==> src/rtl/dma_fifo_pkg.sv <==
// rtl/dma_fifo_pkg.sv - shared constants and helpers for the DMA FIFO
package dma_fifo_pkg;

  localparam int DMA_DATA_W     = 32;
  localparam int DMA_FIFO_DEPTH = 16;

  // Bit positions inside the optional err vector
  localparam int ERR_OVF = 0;
  localparam int ERR_UDF = 1;

  // Memory index width for a given depth; a depth of 1 still gets one bit
  function automatic int addr_w_of(input int depth);
    return (depth > 1) ? $clog2(depth) : 1;
  endfunction

endpackage

==> src/rtl/fifo_mem.sv <==
// rtl/fifo_mem.sv - simple dual-port RAM with one write port and one registered read port
module fifo_mem
  import dma_fifo_pkg::*;
#(
  parameter int DATA_WIDTH = DMA_DATA_W,
  parameter int DEPTH      = DMA_FIFO_DEPTH,
  localparam int ADDR_W    = addr_w_of(DEPTH)
) (
  input  logic                  clk,
  input  logic                  rst_n,
  input  logic                  we,
  input  logic [ADDR_W-1:0]     waddr,
  input  logic [DATA_WIDTH-1:0] wdata,
  input  logic                  re,
  input  logic [ADDR_W-1:0]     raddr,
  output logic [DATA_WIDTH-1:0] rdata
);

  logic [DATA_WIDTH-1:0] mem [DEPTH];

  // Storage array: written on accepted writes, never reset
  always_ff @(posedge clk) begin
    if (we) begin
      mem[waddr] <= wdata;
    end
  end

  // Registered read port: updates only on an accepted read, otherwise holds
  always_ff @(posedge clk or negedge rst_n) begin
    if (!rst_n) begin
      rdata <= '0;
    end else if (re) begin
      rdata <= mem[raddr];
    end
  end

endmodule

==> src/rtl/sync_fifo_flags.sv <==
// rtl/sync_fifo_flags.sv - synchronous FIFO with lap-bit pointers, count and threshold flags (optional FIFO_ERR_FLAGS_EN)
module sync_fifo_flags
  import dma_fifo_pkg::*;
#(
  parameter int DATA_WIDTH = DMA_DATA_W,
  parameter int DEPTH      = DMA_FIFO_DEPTH,
  parameter int AF_THRESH  = DEPTH - 2,
  parameter int AE_THRESH  = 2,
  localparam int ADDR_W    = addr_w_of(DEPTH)
) (
  input  logic                  clk,
  input  logic                  rst_n,
  input  logic                  w_en,
  input  logic [DATA_WIDTH-1:0] data_in,
  input  logic                  r_en,
  output logic [DATA_WIDTH-1:0] data_out,
  output logic                  full,
  output logic                  empty,
  output logic                  almost_full,
  output logic                  almost_empty,
`ifdef FIFO_ERR_FLAGS_EN
  input  logic                  err_clr,
  output logic [1:0]            err,
`endif
  output logic [ADDR_W:0]       count
);

  localparam logic [ADDR_W:0] ONE    = (ADDR_W + 1)'(1);
  localparam logic [ADDR_W:0] AF_LVL = (ADDR_W + 1)'(AF_THRESH);
  localparam logic [ADDR_W:0] AE_LVL = (ADDR_W + 1)'(AE_THRESH);

  logic [ADDR_W:0] w_ptr;
  logic [ADDR_W:0] r_ptr;
  logic [ADDR_W:0] count_q;
  logic            wr_ok;
  logic            rd_ok;

  // Flags decode registered state only, so they never glitch within a cycle
  always_comb begin
    empty        = (w_ptr == r_ptr);
    full         = (w_ptr[ADDR_W] != r_ptr[ADDR_W]) &&
                   (w_ptr[ADDR_W-1:0] == r_ptr[ADDR_W-1:0]);
    almost_full  = (count_q >= AF_LVL);
    almost_empty = (count_q <= AE_LVL);
    count        = count_q;
  end

  // Accepts use pre-edge flags: a read cannot free space for a same-edge write
  always_comb begin
    wr_ok = w_en & ~full;
    rd_ok = r_en & ~empty;
  end

  // Write pointer; the extra MSB is the lap bit distinguishing full from empty
  always_ff @(posedge clk or negedge rst_n) begin
    if (!rst_n) begin
      w_ptr <= '0;
    end else if (wr_ok) begin
      w_ptr <= w_ptr + ONE;
    end
  end

  // Read pointer, same lap-bit scheme as the write pointer
  always_ff @(posedge clk or negedge rst_n) begin
    if (!rst_n) begin
      r_ptr <= '0;
    end else if (rd_ok) begin
      r_ptr <= r_ptr + ONE;
    end
  end

  // Occupancy counter; a simultaneous read and write leaves it unchanged
  always_ff @(posedge clk or negedge rst_n) begin
    if (!rst_n) begin
      count_q <= '0;
    end else if (wr_ok && !rd_ok) begin
      count_q <= count_q + ONE;
    end else if (rd_ok && !wr_ok) begin
      count_q <= count_q - ONE;
    end
  end

  fifo_mem #(
    .DATA_WIDTH (DATA_WIDTH),
    .DEPTH      (DEPTH)
  ) u_mem (
    .clk   (clk),
    .rst_n (rst_n),
    .we    (wr_ok),
    .waddr (w_ptr[ADDR_W-1:0]),
    .wdata (data_in),
    .re    (rd_ok),
    .raddr (r_ptr[ADDR_W-1:0]),
    .rdata (data_out)
  );

`ifdef FIFO_ERR_FLAGS_EN
  logic [1:0] err_set;

  // Error events are the rejected requests themselves
  always_comb begin
    err_set          = '0;
    err_set[ERR_OVF] = w_en & full;
    err_set[ERR_UDF] = r_en & empty;
  end

  // Sticky error bits; a new event in the clearing cycle wins over the clear
  always_ff @(posedge clk or negedge rst_n) begin
    if (!rst_n) begin
      err <= '0;
    end else begin
      err <= err_set | (err & {2{~err_clr}});
    end
  end
`endif

  // The counter must always agree with the pointer difference
  assert property (@(posedge clk) disable iff (!rst_n) count_q == (w_ptr - r_ptr));

endmodule

==> config.mk <==
export PLATFORM = sky130hd
export DESIGN_NAME = sync_fifo_flags
export DESIGN_NICKNAME = d
export VERILOG_FILES = /design/src/rtl/dma_fifo_pkg.sv /design/src/rtl/fifo_mem.sv /design/src/rtl/sync_fifo_flags.sv
export SDC_FILE = /design/constraint.sdc
export NUM_CORES = 1
export LEC_CHECK = 0
export ABC_AREA = 1
export BUFFER_PORTS_ARGS = -buffer_cell sky130_fd_sc_hd__buf_2
export CORE_ASPECT_RATIO = 0.75
export CORE_MARGIN = 4
export CORE_UTILIZATION = 30
export CTS_BUF_LIST = sky130_fd_sc_hd__clkbuf_8
export DETAILED_ROUTE_END_ITERATION = 8
export PLACE_DENSITY_LB_ADDON = 0.05
export SYNTH_ARGS = -nofsm -noshare
export SYNTH_HDL_FRONTEND = slang
export SYNTH_SLANG_ARGS = --single-unit
==> constraint.sdc <==
create_clock -name clk -period 3.5 [get_ports clk]
set_input_delay 0.35 -clock clk [delete_from_list [all_inputs] [get_ports clk]]
set_output_delay 0.35 -clock clk [all_outputs]
set_load 0.02 [all_outputs]
==> impl_metrics.py, run 1 <==
metrics = {
    "setup_path": {
        "critical_path.cell_chain": "buf_12 > buf_4 > nand2_1 > nand3_1 > nand3_1 > nand3_1 > nand2_1 > nand2_1 > nand2_1",
        "required_time_of_the_critical_path_ns": 4.09,
        "cp_slowest_stage_delay_ns": 0.80,
        "critical_path_arrival_ns": 3.64,
        "r2r_cells": 9,
        "timing.rr.end": "u_mem.rdata[3]",
        "cpMaxStageDelayCell": "sky130_fd_sc_hd__buf_4",
        "rr_startpoint": "r_ptr[0]",
        "endpoint_kind": "flop",
        "startpoint_type": "flop",
        "crit_type": "flop to flop",
        "cell_type_with_the_highest_occurrence_count_on_the_critical_path": "sky130_fd_sc_hd__nand2_1",
        "rrSetupSlack_ns": 0.45,
        "worst-path-max-fanout": 193,
    },
    "clocking": {
        "post_cts_buffers": 0,
        "clockBufferDepth": 3,
        "clkSinkCount": 559,
        "cts_tree": "yes",
        "cts.reportedPaths.clkPinSlew_ns": 0.06,
        "cts-buffers-inserted": 99,
        "htree_levels": 3,
        "clk-insertion-delay-late_ns": 0.72,
        "cts_root_buf": "sky130_fd_sc_hd__clkbuf_8",
    },
    "power_and_ir_drop": {
        "internal_power_mw": 13.1,
        "p_comb_share_pct": 34.3,
        "power.share.clock_pct": 26.4,
        "power.density_mw_per_mm2": 762,
        "power_switching_share_pct": 39.3,
        "p_switching_mw": 8.46,
        "seqPwrFrac_pct": 39.4,
        "leakagePower_nw": 12.7,
        "vdd_ir_drop_max_mv": 0.661,
    },
    "global_routing": {
        "grt_overflow_total": 0,
        "grtUsageTotal_pct": 16.7,
        "grt_start_max_net_pins": 194,
        "grt_first_pass_wirelength_um": 107000,
        "grt_antenna_before_repair": 1,
        "grt_pass1_vias": 16200,
    },
    "synth": {
        "mappedNetlistNets": 2514,
        "synth_top_area_share_pct": 62.7,
        "yosys_warnings": 0,
        "synth_top_cell_by_area": "sky130_fd_sc_hd__edfxtp_1",
        "yosys_register_bits": 559,
        "synth_top_cells_by_area": "sky130_fd_sc_hd__edfxtp_1 63%, sky130_fd_sc_hd__nand2_1 14%, sky130_fd_sc_hd__inv_1 7.7%, sky130_fd_sc_hd__nand3_1 6.6%, sky130_fd_sc_hd__dfrtp_1 4.8%",
        "synth.yosys.seq_area_share_pct": 67.5,
        "syn_avg_cell_area_sq_um": 9.93,
        "yosysUniqueCellTypes": 26,
        "postSynthCellCount": 2468,
        "post_synth_instance_area_sq_mm": 0.0245,
    },
    "cells_and_area": {
        "drive_gt1_share_pct": 10.3,
        "design.final.nets": 2651,
        "final-instance-count-excl-fill": 3749,
        "areaGrowthSynthToFinish_pct": 15.2,
    },
    "detailed_routing": {
        "drtAntennaViolNets": 0,
        "finalWirelength_um": 71800,
        "drc_errors": 0,
        "vias_per_cell": 4.34,
        "drtPass1Iterations": 5,
        "initial_drt_markers": 985,
        "num_vias": 16300,
        "drt-wirelength-per-cell_um": 19.2,
    },
    "timing": {
        "finalMaxSlewViolations": 0,
        "final_period_minus_worst_setup_slack_ns": 3.05,
        "final_critical_path_setup_slack_ns": 0.451,
        "max_freq_mhz": 328,
        "setup_failing_eps_final": 0,
        "post-route-period-util_pct": 87.1,
        "timing.max_slew.rel_slack_pct": 21.2,
        "grt_setup_unrepaired": "false",
        "worstMarginPinSlew_ns": 1.18,
        "final_hold_viol_count": 0,
        "timing.clock.skew_ns": 0.0313,
    },
    "min_path": {
        "holdCritStartpoint": "data_in[30]",
        "min_path_type": "input port to flop",
        "holdPathStages": 1,
        "worst_hold_path.endpoint": "u_mem.mem[6][30]",
    },
    "floorplan": {
        "die_x_um": 338,
        "placementRows": 90,
        "die-area_sq_mm": 0.0864,
        "total_core_area_sq_mm": 0.0807,
        "initial_utilization_pct": 30.3,
        "floorplan.io_pins": 77,
        "chipHeight_um": 256,
    },
    "place": {
        "setup_slack_at_placement_ns": 0.486,
        "detailed_place_hpwl_um": 36700,
        "numPortBuffers": 76,
        "place_congestion": 0.718,
        "dpl.cell_count": 3538,
    },
    "status": {
        "status": "complete, no violations",
    },
    "run": {
        "drv_cap": 0,
    },
}
==> placed cells by master, fill, tap and decap left out, types with 6 or more instances in the layout <==
cell type,count
sky130_fd_sc_hd__nand2_1,911
sky130_fd_sc_hd__inv_1,534
sky130_fd_sc_hd__edfxtp_1,512
sky130_fd_sc_hd__nand3_1,325
sky130_fd_sc_hd__clkbuf_8,103
sky130_fd_sc_hd__buf_2,75
sky130_fd_sc_hd__dfrtp_1,44
sky130_fd_sc_hd__buf_4,44
sky130_fd_sc_hd__clkinv_1,27
sky130_fd_sc_hd__dlygate4sd3_1,24
sky130_fd_sc_hd__nor3_2,13
sky130_fd_sc_hd__clkinv_2,12
sky130_fd_sc_hd__ha_1,9
sky130_fd_sc_hd__xor2_1,7
sky130_fd_sc_hd__xnor2_1,6
==> power by group through the flow <==
stage	Combinational, mW	Clock [mW]	Sequential [mW]
after floorplan	4.75	0	8.78
after global placement	7.58	0	8.60
after detailed placement	7.55	0	8.61
after CTS	7.59	5.91	8.48
after global routing	8.38	6.21	8.55
final	7.37	5.67	8.47
==> flip-flops by register name, indices dropped and copies added, names as in the netlist <==
name and cells:
u_mem.rdata 32, w_ptr 5, u_mem.mem 512, r_ptr 5, count 5
==> critical path: cells and delay by family (launching register included) <==
kind                   cells  cell delay, ns
AND/OR/NAND/NOR            7            0.79
flip-flops                 1            0.43
buffers and inverters      2            1.52
==> synth_stat cells <==
cell type	number
sky130_fd_sc_hd__edfxtp_1	512
sky130_fd_sc_hd__nand2_2	1
sky130_fd_sc_hd__buf_2	76
sky130_fd_sc_hd__fa_1	1
sky130_fd_sc_hd__o21ai_0	3
sky130_fd_sc_hd__xnor2_1	6
sky130_fd_sc_hd__clkbuf_1	13
sky130_fd_sc_hd__a31oi_1	1
sky130_fd_sc_hd__nand3_1	325
sky130_fd_sc_hd__a31o_2	1
sky130_fd_sc_hd__ha_1	9
sky130_fd_sc_hd__inv_2	4
sky130_fd_sc_hd__buf_1	6
sky130_fd_sc_hd__inv_1	502
sky130_fd_sc_hd__nor2_1	5
sky130_fd_sc_hd__dfrtp_1	47
sky130_fd_sc_hd__a2111oi_0	1
sky130_fd_sc_hd__buf_4	15
sky130_fd_sc_hd__nand2_1	911
sky130_fd_sc_hd__nand3_2	1
sky130_fd_sc_hd__buf_6	2
sky130_fd_sc_hd__a21oi_1	2
sky130_fd_sc_hd__nor3_1	15
sky130_fd_sc_hd__nor2_2	1
sky130_fd_sc_hd__o21bai_1	1
sky130_fd_sc_hd__xor2_1	7
==> logic make-up (layout without fill, tap and decap cells) <==
group,Yosys count,after routing,synth area share [%]
and+or+nand+nor,1259,1259,21.1
buffers and inverters,618,839,10.1
DFF,559,559,67.5
xor gates and xnor gates,13,13,0.465
adders and majority gates,10,10,0.541
AOI/OAI and AO/OA,9,9,0.230
other,0,2,0
==> through the flow <==
stage                     hold WS [ns]  util (%)  instance area, sq um  TNS (ns)  total power, mW
final                           0.0657      35.0                 28200         0             21.5
after floorplan                 0.0544         -                 24500   -105.98             13.5
after detailed placement         0.462      32.4                 26200         0             16.2
after global routing           0.00115      35.0                 28200         0             23.1
after global placement           0.457      32.4                 26200         0             16.2
after CTS                      0.00159      34.9                 28200         0             22.0
==> area by class of cell <==
class	count	area (sq um)
Antenna cell	2	5.00
Clock buffer	103	1420
Clock inverter	82	404
Fill cell	8222	52500
Inverter	506	1910
Multi-Input combinational cell	1291	5570
Sequential cell	559	16600
Tap cell	1058	1320
Timing Repair Buffer	148	1050
==> worst max-delay path by stage <==
stage / start / endpoint / slack [ns] / depth (start not counted)
2_1_floorplan: r_ptr[0] / u_mem.mem[2][0] / -0.26 / 7
3_3_place_gp: r_ptr[0] / u_mem.rdata[21] / 0.49 / 10
3_5_place_dp: r_ptr[0] / u_mem.rdata[3] / 0.49 / 9
4_1_cts: r_ptr[0] / u_mem.rdata[3] / 0.49 / 9
5_1_grt: r_ptr[0] / u_mem.rdata[3] / 0.20 / 10
6_report: r_ptr[0] / u_mem.rdata[3] / 0.45 / 9
==> layer usage <==
layer	vias up	GRT usage, %	routed length (um)
met3	116	3.25	2820
li1	8047	-	-
met5	-	0	0
met1	7831	23.9	35300
met2	282	25.9	32100
met4	0	4.25	1690
==> repair_timing <==
action                                 in CTS  in global routing
gates resized for setup                     0                  0
endpoints found under the hold margin     350                  3
hold buffers                               23                  1
No activity file was read; power rests on OpenSTA's default activity.
==> run 2: changes to the inputs <==
--- a/config.mk
+++ b/config.mk
@@ -9,7 +9,7 @@
 export BUFFER_PORTS_ARGS = -buffer_cell sky130_fd_sc_hd__buf_2
 export CORE_ASPECT_RATIO = 0.75
 export CORE_MARGIN = 4
-export CORE_UTILIZATION = 30
+export CORE_UTILIZATION = 35
 export CTS_BUF_LIST = sky130_fd_sc_hd__clkbuf_8
 export DETAILED_ROUTE_END_ITERATION = 8
 export PLACE_DENSITY_LB_ADDON = 0.05
==> impl_metrics.py, run 2 (synthesis gave the netlist of run 1 again) <==
metrics = {
    "detailed_routing": {
        "initial_drt_markers": 990,
        "drc_errors": 0,
        "drtPass1Iterations": 5,
        "vias_per_cell": 4.48,
        "drt-wirelength-per-cell_um": 19.3,
        "finalWirelength_um": 69500,
        "drtAntennaViolNets": 0,
        "num_vias": 16200,
    },
    "setup_path": {
        "rr_startpoint": "r_ptr[1]",
        "cell_type_with_the_highest_occurrence_count_on_the_critical_path": "sky130_fd_sc_hd__nand2_1",
        "startpoint_type": "flop",
        "cpMaxStageDelayCell": "sky130_fd_sc_hd__buf_4",
        "required_time_of_the_critical_path_ns": 4.13,
        "critical_path.cell_chain": "inv_4 > buf_4 > buf_4 > nand3_1 > nand2_1 > nand2_1 > nand2_1 > inv_1 > nand2_1 > nand2_1 > nand2_1",
        "worst-path-max-fanout": 80,
        "rrSetupSlack_ns": 0.50,
        "timing.critical_path.from": "r_ptr[1]",
        "critical_path_arrival_ns": 3.63,
        "cp_slowest_stage_delay_ns": 0.98,
        "crit_type": "flop to flop",
        "endpoint_kind": "flop",
    },
    "timing": {
        "timing.clock.skew_ns": 0.0227,
        "setup-tns-final_ns": 0,
        "final_hold_viol_count": 0,
        "timing.hold.ws_ns": 0.0575,
        "setup_failing_eps_final": 0,
        "timing.max_slew.rel_slack_pct": 22.1,
        "worstMarginPinSlew_ns": 1.17,
        "max_freq_mhz": 334,
        "grt_setup_unrepaired": "false",
        "final_period_minus_worst_setup_slack_ns": 3.00,
        "finalMaxSlewViolations": 0,
        "post-route-period-util_pct": 85.6,
    },
    "clocking": {
        "htree_levels": 3,
        "cts-buffers-inserted": 94,
        "clockBufferDepth": 3,
        "post_cts_buffers": 0,
        "clk-insertion-delay-late_ns": 0.70,
        "clkSinkCount": 559,
        "cts.reportedPaths.clkPinSlew_ns": 0.06,
        "cts_tree": "yes",
        "cts_root_buf": "sky130_fd_sc_hd__clkbuf_8",
    },
    "cells_and_area": {
        "final-seq-area_sq_mm": 0.0166,
        "design.final.nets": 2641,
        "largestRegisters": "u_mem.mem (512), u_mem.rdata (32)",
        "utilization_pct": 40.7,
        "fill_cells": 6774,
        "areaGrowthSynthToFinish_pct": 14.2,
        "drive_gt1_share_pct": 10.3,
        "layout.cells.most_common": "sky130_fd_sc_hd__nand2_1",
        "design_area_sq_mm": 0.0280,
        "final-instance-count-excl-fill": 3610,
        "max_flop_register": "u_mem.mem",
        "multiInputGateArea_sq_mm": 0.00557,
        "mostFrequentLayoutCells": "911 x sky130_fd_sc_hd__nand2_1, 538 x sky130_fd_sc_hd__inv_1, 512 x sky130_fd_sc_hd__edfxtp_1, 325 x sky130_fd_sc_hd__nand3_1, 106 x sky130_fd_sc_hd__clkbuf_8",
        "largest_reg_flops": 512,
    },
    "place": {
        "place_congestion": 0.765,
        "placed_area_sq_mm": 0.0261,
        "numPortBuffers": 76,
        "detailed_place_hpwl_um": 36800,
        "dpl.cell_count": 3418,
    },
    "power_and_ir_drop": {
        "leakagePower_nw": 12.7,
        "power.density_mw_per_mm2": 763,
        "power_switching_share_pct": 39.0,
        "internal_power_mw": 13.0,
        "p_switching_mw": 8.33,
        "power.share.clock_pct": 26.0,
        "p_comb_share_pct": 34.4,
        "vdd_ir_drop_max_mv": 0.515,
        "seqPwrFrac_pct": 39.6,
    },
    "floorplan": {
        "floorplan.io_pins": 77,
        "initial_utilization_pct": 35.6,
        "placementRows": 83,
        "total_core_area_sq_mm": 0.0689,
        "die_x_um": 314,
        "die-area_sq_mm": 0.0743,
        "chipHeight_um": 237,
    },
    "global_routing": {
        "grt_antenna_before_repair": 1,
        "grt_first_pass_wirelength_um": 103000,
        "grt_start_max_net_pins": 185,
        "grt_pass1_vias": 15900,
        "grtUsageTotal_pct": 18.6,
        "grt_overflow_total": 0,
    },
    "run": {
        "drv_cap": 0,
    },
    "min_path": {
        "holdCritStartpoint": "data_in[22]",
        "min_path_type": "input port to flop",
    },
    "status": {
        "status": "complete, no violations",
    },
}
==> run 2: changes by cell type in the layout (fill, tap and decap cells not counted), sizes merged <==
cell,before,now
clkinv,40,25
clkinvlp,5,1
inv,541,547
bufinv,2,1
clkbuf,103,106
dlygate4sd3,24,16
buf,124,127
==> run 2: layout make-up <==
class / instances / share of cell area (%)
antenna: 2 / 0.0179
timing repair buffer: 143 / 3.61
tap: 935 / 4.18
sequential: 559 / 59.2
clock inverter: 68 / 1.11
multi-input combinational: 1291 / 19.9
clock buffer: 106 / 5.21
inverter: 506 / 6.82
==> run 2: worst paths after layout <==
check                                    to  depth (start not counted)
max                         u_mem.rdata[23]                         11
min                        u_mem.mem[4][22]                          1
max reg2reg                 u_mem.rdata[23]                         11
min reg2reg                 u_mem.rdata[26]                          2
max in group asynchronous          r_ptr[0]                          3
min in group asynchronous          count[0]                          2
==> run 2: metrics by stage <==
step                worst slack [ns]  total power [mW]
floorplan                     -0.256              13.5
global placement               0.454              16.1
detailed placement             0.473              16.1
CTS                            0.458              21.8
global route                   0.225              22.9
finish                         0.505              21.4
==> run 2: repair_timing <==
action,in CTS,in global routing
hold buffers,16,0
resized for setup,0,0
endpoints found under the hold margin,232,0
==> run 2: power by group through the flow <==
stage	logic (mW)	registers, mW	clock network (mW)
finish	7.34	8.46	5.55
global route	8.28	8.54	6.05
CTS	7.52	8.47	5.76
detailed placement	7.47	8.60	0
global placement	7.46	8.59	0
floorplan	4.75	8.78	0
==> run 2: routing by layer <==
layer  GRT usage (%)  up-vias  wire [um]
met3            3.34       91       2540
met2            29.4      250      31600
met1            27.0     7817      34100
met4            4.39        0       1280
li1                -     8027          -
met5               0        -          0
==> run 2: critical path, delay by kind of cell (launching register included) <==
kind / cells / cell delay (ns)
AND/OR/NAND/NOR: 7 / 0.66
buffers and inverters: 4 / 1.71
flip-flops: 1 / 0.50
==> run 3: changes to the inputs <==
--- a/config.mk
+++ b/config.mk
@@ -9,9 +9,10 @@
 export BUFFER_PORTS_ARGS = -buffer_cell sky130_fd_sc_hd__buf_2
 export CORE_ASPECT_RATIO = 0.75
 export CORE_MARGIN = 4
-export CORE_UTILIZATION = 35
+export CORE_UTILIZATION = 50
 export CTS_BUF_LIST = sky130_fd_sc_hd__clkbuf_8
 export DETAILED_ROUTE_END_ITERATION = 8
+export HOLD_SLACK_MARGIN = 0.02
 export PLACE_DENSITY_LB_ADDON = 0.05
 export SYNTH_ARGS = -nofsm -noshare
 export SYNTH_HDL_FRONTEND = slang
==> impl_metrics.py, run 3 (synthesis gave the netlist of run 1 again) <==
metrics = {
    "setup_path": {
        "required_time_of_the_critical_path_ns": 3.82,
        "r2r_cells": 8,
        "crit_cells": 8,
        "critical_path.cell_chain": "inv_4 > nand2_1 > nand2_1 > nor2_1 > nand3_1 > nand2_1 > nor3_4 > buf_4",
        "cp_slowest_stage_delay_ns": 0.95,
        "critical_path_arrival_ns": 3.44,
        "startpoint_type": "flop",
        "endpoint_kind": "flop",
        "cpMaxStageDelayCell": "sky130_fd_sc_hd__nor3_4",
        "cell_type_with_the_highest_occurrence_count_on_the_critical_path": "sky130_fd_sc_hd__nand2_1",
        "worst-path-max-fanout": 20,
        "cp_num_buf_inv": 2,
        "crit_family": "simple AND/OR/NAND/NOR gates",
        "crit_type": "flop to flop",
    },
    "detailed_routing": {
        "drc_errors": 0,
        "num_vias": 16400,
        "met2_wirelength_um": 27100,
        "m1WireLength_um": 28400,
        "drtPass1Iterations": 5,
        "finalWirelength_um": 60800,
        "route.met3.wl_um": 3320,
        "initial_drt_markers": 1338,
        "drtAntennaViolNets": 0,
        "drt-wirelength-per-cell_um": 18.5,
        "route.top_layer_used": "met4",
        "vias_per_cell": 4.99,
    },
    "clocking": {
        "cts-buffers-inserted": 87,
        "clockBufferDepth": 3,
        "htree_levels": 3,
        "clkSinkCount": 559,
        "clk-insertion-delay-late_ns": 0.66,
        "cts.reportedPaths.clkPinSlew_ns": 0.06,
        "cts_root_buf": "sky130_fd_sc_hd__clkbuf_8",
        "postCtsResizedCells": 0,
        "cts_tree": "yes",
    },
    "min_path": {
        "holdPathStages": 1,
        "min_path_type": "input port to flop",
    },
    "floorplan": {
        "floorplan.io_pins": 77,
        "die_x_um": 264,
        "total_core_area_sq_mm": 0.0479,
        "initial_utilization_pct": 51.1,
        "chipHeight_um": 200,
        "die-area_sq_mm": 0.0526,
        "placementRows": 69,
    },
    "status": {
        "status": "complete, no violations",
    },
    "cells_and_area": {
        "mostFrequentLayoutCells": "911 x sky130_fd_sc_hd__nand2_1, 533 x sky130_fd_sc_hd__inv_1, 512 x sky130_fd_sc_hd__edfxtp_1, 325 x sky130_fd_sc_hd__nand3_1, 97 x sky130_fd_sc_hd__clkbuf_8",
        "largest_reg_flops": 512,
        "largestRegisters": "u_mem.mem (512), u_mem.rdata (32)",
        "max_flop_register": "u_mem.mem",
        "areaGrowthSynthToFinish_pct": 11.5,
        "layout.cells.most_common": "sky130_fd_sc_hd__nand2_1",
        "design_area_sq_mm": 0.0273,
        "drive_gt1_share_pct": 10.1,
        "design.final.nets": 2613,
    },
    "place": {
        "placed_area_sq_mm": 0.0256,
        "detailed_place_hpwl_um": 31600,
        "place_congestion": 0.780,
        "numPortBuffers": 76,
    },
    "power_and_ir_drop": {
        "power.density_mw_per_mm2": 765,
        "leakagePower_nw": 12.6,
        "report.power.total_mw": 20.9,
        "vdd_ir_drop_max_mv": 0.413,
    },
    "timing": {
        "post-route-period-util_pct": 89.1,
        "worstMarginPinSlew_ns": 1.14,
        "final_period_minus_worst_setup_slack_ns": 3.12,
        "final_hold_viol_count": 0,
        "timing.max_slew.rel_slack_pct": 23.6,
        "max_freq_mhz": 321,
        "grt_setup_unrepaired": "false",
        "finalMaxSlewViolations": 0,
        "timing.clock.skew_ns": 0.0231,
        "setup_failing_eps_final": 0,
    },
    "global_routing": {
        "grt_first_pass_wirelength_um": 93100,
        "grt_antenna_before_repair": 0,
        "grt_pass1_vias": 15900,
        "grtUsageTotal_pct": 23.2,
        "grt_overflow_total": 0,
        "grt_start_max_net_pins": 165,
    },
    "run": {
        "drv_cap": 0,
    },
}
run 3: cell types whose count changed in the layout (fill, tap and decap cells not counted), sizes merged, moves of 2 or more:
cell | previous run | this run
buf | 127 | 118
bufinv | 1 | 3
clkbuf | 106 | 97
clkinvlp | 1 | 4
dlygate4sd3 | 16 | 4
inv | 547 | 538
run 3: timing repair:
action                    in CTS  in global routing
hold endpoints to repair      39                  0
hold buffers                   4                  0
setup buffers                  0                  0
run 3: metal layers:
layer  vias up  track usage [%]
met3       124             4.44
met5         -                0
met2       419             36.2
met1      7865             32.9
li1       7953                -
met4         0             8.28
run 3: area by class of cell:
class,count,area [sq um]
fillers,4118,20600
flip-flops and latches,559,16600
multi-input cells,1291,5570
inverters,506,1910
clock buffers,97,1340
well taps,639,800
repair buffers,122,798
clock inverters,65,357
diodes,1,2.50
run 3: worst reg2reg max path, delay by kind of cell, from the launching register on:
family / cells / cell delay, ns
simple gates: 6 / 1.51
buf+inv: 2 / 0.65
flops: 1 / 0.60
run 3: final timing paths:
kind,slack [ns],end,from
worst min-delay path,0.07,u_mem.mem[4][1],data_in[1]
max in group asynchronous,2.16,r_ptr[1],rst_n
min in group asynchronous,0.31,count[2],rst_n
worst max-delay path,0.38,u_mem.mem[12][14],r_ptr[1]
worst max register to register,0.38,u_mem.mem[12][14],r_ptr[1]
worst min register to register,0.47,u_mem.rdata[7],u_mem.rdata[7]
run 3: stage by stage:
stage	hold WS, ns	setup slack (ns)	util (%)	cells	TNS, ns
3_5_place_dp	0.461	0.353	53.4	3113	0
6_report	0.0723	0.382	57.0	3280	0
5_1_grt	0.0434	0.137	57.0	3279	0
3_3_place_gp	0.459	0.379	53.4	3113	0
2_1_floorplan	0.0544	-0.256	-	2468	-105.98
4_1_cts	0.0227	0.341	57.0	3279	0
run 3: power by group:
group	switching [mW]	internal [mW]	total [mW]
clock network	2.56	2.77	5.33
logic	5.03	2.02	7.06
registers	0.405	8.13	8.53
